===== src/rtl/ram_word_reader_pkg.sv =====
// Shared constants and state encoding for the byte-wide RAM word reader/writer pair.
package ram_word_reader_pkg;

  localparam int ADDR_W = 16;
  localparam int BYTE_W = 8;
  localparam int WORD_W = 16;

  typedef enum logic [2:0] {
    ST_IDLE    = 3'd0,
    ST_REQ_HI  = 3'd1,
    ST_WAIT_HI = 3'd2,
    ST_REQ_LO  = 3'd3,
    ST_WAIT_LO = 3'd4,
    ST_OUT     = 3'd5,
    ST_DONE    = 3'd6
  } state_t;

  // Next byte address; arithmetic deliberately wraps modulo 2^ADDR_W.
  function automatic logic [ADDR_W-1:0] addr_step(input logic [ADDR_W-1:0] a,
                                                  input logic [ADDR_W-1:0] inc);
    return a + inc;
  endfunction

endpackage


===== src/rtl/ram_word_reader.sv =====
// Reads 16-bit words stored big-endian as byte pairs in byte-wide RAM and streams
// them out on a valid/ready interface, one outstanding RAM read at a time.
module ram_word_reader
  import ram_word_reader_pkg::*;
#(
  parameter int RD_LAT = 1
) (
  input  logic              clk,
  input  logic              RST,
  input  logic              start,
  input  logic [ADDR_W-1:0] ramBase,
  input  logic [15:0]       wordCount,
  output logic              read,
  output logic [ADDR_W-1:0] ramAddress,
  input  logic [BYTE_W-1:0] ramDataIn,
  output logic [WORD_W-1:0] word_out,
  output logic              word_valid,
  input  logic              word_ready,
  output logic              busy,
  output logic              done
);

  localparam logic [2:0] LAT_LAST = 3'(RD_LAT - 1);

  state_t            state;
  logic [ADDR_W-1:0] addr;
  logic [15:0]       remaining;
  logic [2:0]        lat;
  logic [BYTE_W-1:0] hi;

  always_ff @(posedge clk or negedge RST) begin
    if (!RST) begin
      state      <= ST_IDLE;
      read       <= 1'b0;
      ramAddress <= '0;
      word_out   <= '0;
      word_valid <= 1'b0;
      busy       <= 1'b0;
      done       <= 1'b0;
      addr       <= '0;
      remaining  <= '0;
      lat        <= '0;
      hi         <= '0;
    end else begin
      read <= 1'b0;
      done <= 1'b0;
      case (state)
        ST_IDLE: begin
          // busy is still high during the done-pulse cycle, so start is ignored there
          busy <= 1'b0;
          if (start && !busy) begin
            addr      <= ramBase;
            remaining <= wordCount;
            busy      <= 1'b1;
            if (wordCount != 16'd0) begin
              state      <= ST_REQ_HI;
              read       <= 1'b1;
              ramAddress <= ramBase;
            end else begin
              state <= ST_DONE;
            end
          end
        end
        ST_REQ_HI: begin
          lat   <= '0;
          state <= ST_WAIT_HI;
        end
        ST_WAIT_HI: begin
          if (lat == LAT_LAST) begin
            hi         <= ramDataIn;
            state      <= ST_REQ_LO;
            read       <= 1'b1;
            ramAddress <= addr_step(addr, 16'd1);
          end else begin
            lat <= lat + 3'd1;
          end
        end
        ST_REQ_LO: begin
          lat   <= '0;
          state <= ST_WAIT_LO;
        end
        ST_WAIT_LO: begin
          if (lat == LAT_LAST) begin
            word_out   <= {hi, ramDataIn};
            word_valid <= 1'b1;
            addr       <= addr_step(addr, 16'd2);
            remaining  <= remaining - 16'd1;
            state      <= ST_OUT;
          end else begin
            lat <= lat + 3'd1;
          end
        end
        ST_OUT: begin
          if (word_ready) begin
            word_valid <= 1'b0;
            if (remaining != 16'd0) begin
              state      <= ST_REQ_HI;
              read       <= 1'b1;
              ramAddress <= addr;
            end else begin
              state <= ST_DONE;
            end
          end
        end
        ST_DONE: begin
          done  <= 1'b1;
          state <= ST_IDLE;
        end
        default: state <= ST_IDLE;
      endcase
    end
  end

endmodule

===== config.mk =====
export PLATFORM = sky130hd
export DESIGN_NAME = ram_word_reader
export DESIGN_NICKNAME = d
export VERILOG_FILES = /design/src/rtl/ram_word_reader_pkg.sv /design/src/rtl/ram_word_reader.sv
export SDC_FILE = /design/constraint.sdc
export NUM_CORES = 1
export LEC_CHECK = 0
export CORE_MARGIN = 2
export CORE_UTILIZATION = 40
export CTS_BUF_LIST = sky130_fd_sc_hd__clkbuf_16
export DETAILED_ROUTE_END_ITERATION = 6
export HOLD_SLACK_MARGIN = 0.12
export PLACE_DENSITY = 0.65
export SYNTH_ARGS = -nofsm -noshare
export SYNTH_HDL_FRONTEND = slang
export SYNTH_SLANG_ARGS = --single-unit

===== constraint.sdc =====
create_clock -name clk -period 2 [get_ports clk]
set_input_delay 0.3 -clock clk [delete_from_list [all_inputs] [get_ports clk]]
set_output_delay 0.3 -clock clk [all_outputs]
set_load 0.005 [all_outputs]

* Word-level counts from Yosys, hierarchy flattened
Index checks and enable logic that the tools add are counted.
W data, S select, Z words.
** Operators by class
- Equality and inequality tests :: 13
- Muxes and demuxes :: 32
- Add/subtract/negate cells :: 4
- Reductions and logical operators :: 19
** Operators by type and width (number)
- $mux W16 :: 9
- $pmux W16 S2 :: 2
- $pmux W16 S3 :: 1
- $reduce_bool A16 Y1 :: 2
- $mux W3 :: 7
- $pmux W3 S6 :: 1
- $add A16 B1 Y16 const B :: 1
- $add A16 B2 Y16 const B :: 1
- $sub A16 B1 Y16 const B :: 1
- $ne A2 B2 Y1 const B :: 7
- $eq A3 B3 Y1 const B :: 3
- $mux W1 :: 9
- $eq A3 B2 Y1 const B :: 2
- $logic_not A3 Y1 :: 2
- $pmux W3 S2 :: 1
- $reduce_and A2 Y1 :: 3
- $reduce_and A3 Y1 :: 2
- $reduce_and A6 Y1 :: 1
- $reduce_bool A2 Y1 :: 3
- $reduce_and A4 Y1 :: 1
- $reduce_or A2 Y1 :: 2
- $add A3 B1 Y3 const B :: 1
- $eq A3 B1 Y1 const B :: 1
- $pmux W1 S3 :: 1
- 4 further kinds :: 4
** Word-level totals
- Word-level logic and storage cells :: 79
- Bits of input ports :: 44
- Output and inout port bits :: 36
- Register bits after elaboration :: 82

* Depth between registers and ports, before layout
- Depth in word-level cells :: 4
- Depth in mapped cells :: 9
- Gate-level depth less buffers :: 7

* Worst setup path before layout
OpenSTA, ideal clock, no wires.
- Path kind :: register -> register
- Start :: register lat[0]
- End :: register ramAddress[0]
- Cell stages (with the launch flop) :: 10
- Clock period less this slack :: 2108 ps
- Path slack :: -108 ps
- Setup time :: 125 ps
- Data required time :: 1875 ps
- Path buffers :: 2
- Data arrival time :: 1983 ps
- Path through :: dfrtp_1 -> inv_1 -> ha_1 -> and2b_1 -> nand4_2 -> a21boi_0 -> o21a_2 -> buf_6 -> buf_12 -> mux2_4
** On the way
- Word-level cells in the longest chain between the ends :: 3
** RTL lines
- from (decl) :: line ram_word_reader.sv:28 : logic [2:0] lat;
- from (signal assigned) :: line ram_word_reader.sv:75 : lat <= lat + 3'd1;
- from (signal assigned) :: line ram_word_reader.sv:90 : lat <= lat + 3'd1;
- $logic_not A3 Y1 :: line ram_word_reader.sv:69 : if (lat == LAT_LAST) begin
- $ne A2 B2 Y1 (no line)
- $reduce_and A6 Y1 (no line)
- to (signal assigned) :: line ram_word_reader.sv:58 : ramAddress <= ramBase;
- to (signal assigned) :: line ram_word_reader.sv:73 : ramAddress <= addr_step(addr, 16'd1);
- to (signal assigned) :: line ram_word_reader.sv:99 : ramAddress <= addr;
- to (decl) :: line ram_word_reader.sv:14 : output logic [ADDR_W-1:0] ramAddress,
Every way passes these cells.
A chain may end at the register's enable or synchronous reset.

* Worst setup path after layout
- Start :: register remaining[12]
- End :: register ramAddress[10]
** On the way
- Word-level cells in the longest chain between the ends :: 3
** RTL lines
- from (decl) :: line ram_word_reader.sv:27 : logic [15:0] remaining;
- from (signal assigned) :: line ram_word_reader.sv:53 : remaining <= wordCount;
- from (signal assigned) :: line ram_word_reader.sv:87 : remaining <= remaining - 16'd1;
- $reduce_bool A16 Y1 :: line ram_word_reader.sv:96 : if (remaining != 16'd0) begin
- $ne A2 B2 Y1 (no line)
- $reduce_and A6 Y1 (no line)
Every way passes these cells.

==> reports/qor.csv <==
metric,value,unit
clkPwrFrac,0.194,
die_area,12740,um2
dp_hpwl,9734,um
ys_seq_area_frac,0.4329,
grt_pass1_vias,4481,
routedWlPerCell,17.01,um
syn-num-nets,553,
p_per_area,1511,nW/um2
cts_htree_levels,3,
drt-pass1-iter-count,5,
hold_violations,0,
n_antenna_cell,0,
p_int,6390,uW
core,11470,um2
dr.first_iter.drc_count,356,
rsz0062_at_grt,true,
setup_viol,8,
cts-root-buf,clkbuf_16,
seqPwrFrac,0.308,
final_max_slew_viol_count,0,
fmax,489.9,MHz
place_congestion,0.9183,
tritoncts.num_buffers,9,
clock_latency,0.35,ns
gr-total-overflow,0,
synth-edff-count,0,
switching_power,3625,uW
crit_fanout,9,
die_w,112.9,um
r2r_slack,-0.04,ns
utilization,0.5779,
async_flop_share,1.000,
hold_ws,0.3971,ns
io_pins,80,
initial_utilization,0.4133,
required,2.23,ns
viasPerCell,5.795,
grt_pass1_wl,22130,um
finalCriticalPeriod,2.041,ns
synth_cell_type_count,73,
layout-drive-gt1-share,0.2571,
outcome,finished with violations,
yosys.area.top_type,dfrtp_1,
max-cap-violations,0,
critical_path_class,reg2reg,
ys_top_cells_by_area,"dfrtp_1 (43%), mux2_2 (7.8%), a21oi_1 (5.4%)",
synth_area,4740,um2
yosysMostFrequentCell,dfrtp_1,
grtUsageTotal,0.2150,
combinationalPowerShare,0.498,
synth_ff_type,dfrtp_1,
drc,0,
ant_nets,0,
num_rows,39,
grt_max_degree,50,
clock-sinks,82,
synth_common_cells,"dfrtp_1 (82), a21oi_1 (51), nand2_1 (50), o21ai_0 (37), mux2_2 (33)",
crit_arrival,2.27,ns
relSlewSlack,0.6309,
synth_warnings,0,
tightest_slew,0.5525,ns
dp_cells,760,
io_buffers,79,
p_leak,0.002765,uW
stdcell_count,781,
final_nets,683,
synth.avg_cell_area,9.423,um2
area_growth,39.81,%
vdd_drop_max,0.8832,mV
die_y,112.9,um
min_path_type,in2async,
critPathLaunchType,flop,
cts_tree,done,
period_share,1.021,
swShare,0.3620,
vias,4526,
drt_wl_total,13290,um
cts_max_path_buffers,2,
path_clk_slew,0.07,ns
fin_worst_skew,0.007286,ns
worstSetupEndpointType,flop,
synthCells,503,
failed_checks,negative setup slack,
ys_seq_elements,82,
setup_ws,-0.04105,ns
antenna_found_initial,0,
synth_top_area_frac,0.4329,
[power groups by stage]
stage          logic [uW]  registers, uW  clock network (uW)
2_1_floorplan        2810           2970                   0
3_3_place_gp         4650           3060                   0
3_5_place_dp         4770           3110                   0
4_1_cts              4910           3090                1970
5_1_grt              5430           3210                2040
6_report             4990           3090                1940
[cells by family (layout without fill, tap and decap cells)]
| group | after synthesis | in the layout | synth area share |
|---|---|---|---|
| simple gates | 157 | 157 | 0.1750 |
| flops | 82 | 82 | 0.4329 |
| xor+xnor | 6 | 6 | 0.01109 |
| fa+ha+maj | 6 | 6 | 0.01584 |
| mux | 43 | 43 | 0.1080 |
| buf+inv | 49 | 184 | 0.04831 |
| compound gates | 160 | 160 | 0.2088 |
[through the flow]
| stage | area (um2) | power [uW] | setup slack (ns) | TNS, ns |
|---|---|---|---|---|
| finish | 6626 | 10020 | -0.04105 | -0.1897 |
| floorplan | 4753 | 5773 | -0.01956 | -0.1565 |
| detailed placement | 6138 | 7875 | -0.3699 | -5.491 |
| global placement | 6138 | 7709 | -0.3205 | -4.679 |
| global route | 6626 | 10680 | -0.07393 | -0.6439 |
| CTS | 6540 | 9970 | -0.02860 | -0.1698 |
[worst paths after layout]
path                             endpoint  depth (start not counted)          start
setup / recovery           ramAddress[10]                          6  remaining[12]
setup reg to reg           ramAddress[10]                          6  remaining[12]
hold / removal                   state[2]                          2            RST
min in group clk             remaining[3]                          4   wordCount[3]
max in group asynchronous     word_out[5]                          3            RST
hold reg to reg                word_valid                          2     word_valid
[worst max-delay path, cell delays in order, from the launching register on]
cell	delay, ns
dfrtp_1	0.37
or4_4	0.57
nor2_4	0.11
and3_4	0.20
o21a_4	0.19
buf_12	0.15
mux2_2	0.33
[area by class of cell]
cell class / instances / area (um2)
clock inverter: 7 / 117.6
inverter: 14 / 53.80
timing repair buffer: 154 / 1446
tap: 143 / 178.9
multi-input combinational: 372 / 2550
clock buffer: 9 / 225.2
fill: 1008 / 4841
sequential: 82 / 2054
[routing by layer]
| metal | vias up | track usage | share of wire |
|---|---|---|---|
| li1 | 2143 | - | - |
| met1 | 2151 | 0.2934 | 0.44 |
| met2 | 204 | 0.3349 | 0.46 |
| met3 | 28 | 0.03803 | 0.070 |
| met4 | 0 | 0.09837 | 0.029 |
| met5 | - | 0 | 0 |
[what timing repair did]
| action | CTS | global route |
|---|---|---|
| hold buffers | 1 | 0 |
| resized for setup | 4 | 18 |
| cloned | 1 | 0 |
| setup buffers | 1 | 2 |
| pin swaps | 2 | 0 |
| setup endpoints to repair | 8 | 20 |
| hold endpoints to repair | 17 | 0 |
[state kept, by name, indices dropped and copies added (netlist names)]
name	flops
state	3
word_valid	1
read	1
remaining	16
addr	16
lat	3
ramAddress	16
busy	1
done	1
word_out	16
hi	8
[cell usage in the layout (no fill, tap or decap), types with 3 or more instances in the layout]
master	n
nand2_1	50
xnor2_1	6
clkdlybuf4s50_1	74
a2bb2oi_1	3
inv_1	13
nor4_2	6
o32ai_1	3
a31oi_1	5
clkbuf_16	9
o31ai_1	3
o21ai_0	36
nor4_1	5
a22oi_1	7
ha_1	6
nand4_1	7
bufinv_16	3
buf_12	5
mux2_2	32
dlymetal6s2s_1	4
nand2b_1	3
nand3_1	14
and3_1	4
dfrtp_1	80
nor3_1	9
a21oi_1	51
nor2_1	27
buf_4	69
o22ai_1	19
nor2_2	3
mux2_4	9
o22a_1	4
No activity file was read; power rests on OpenSTA's default activity.
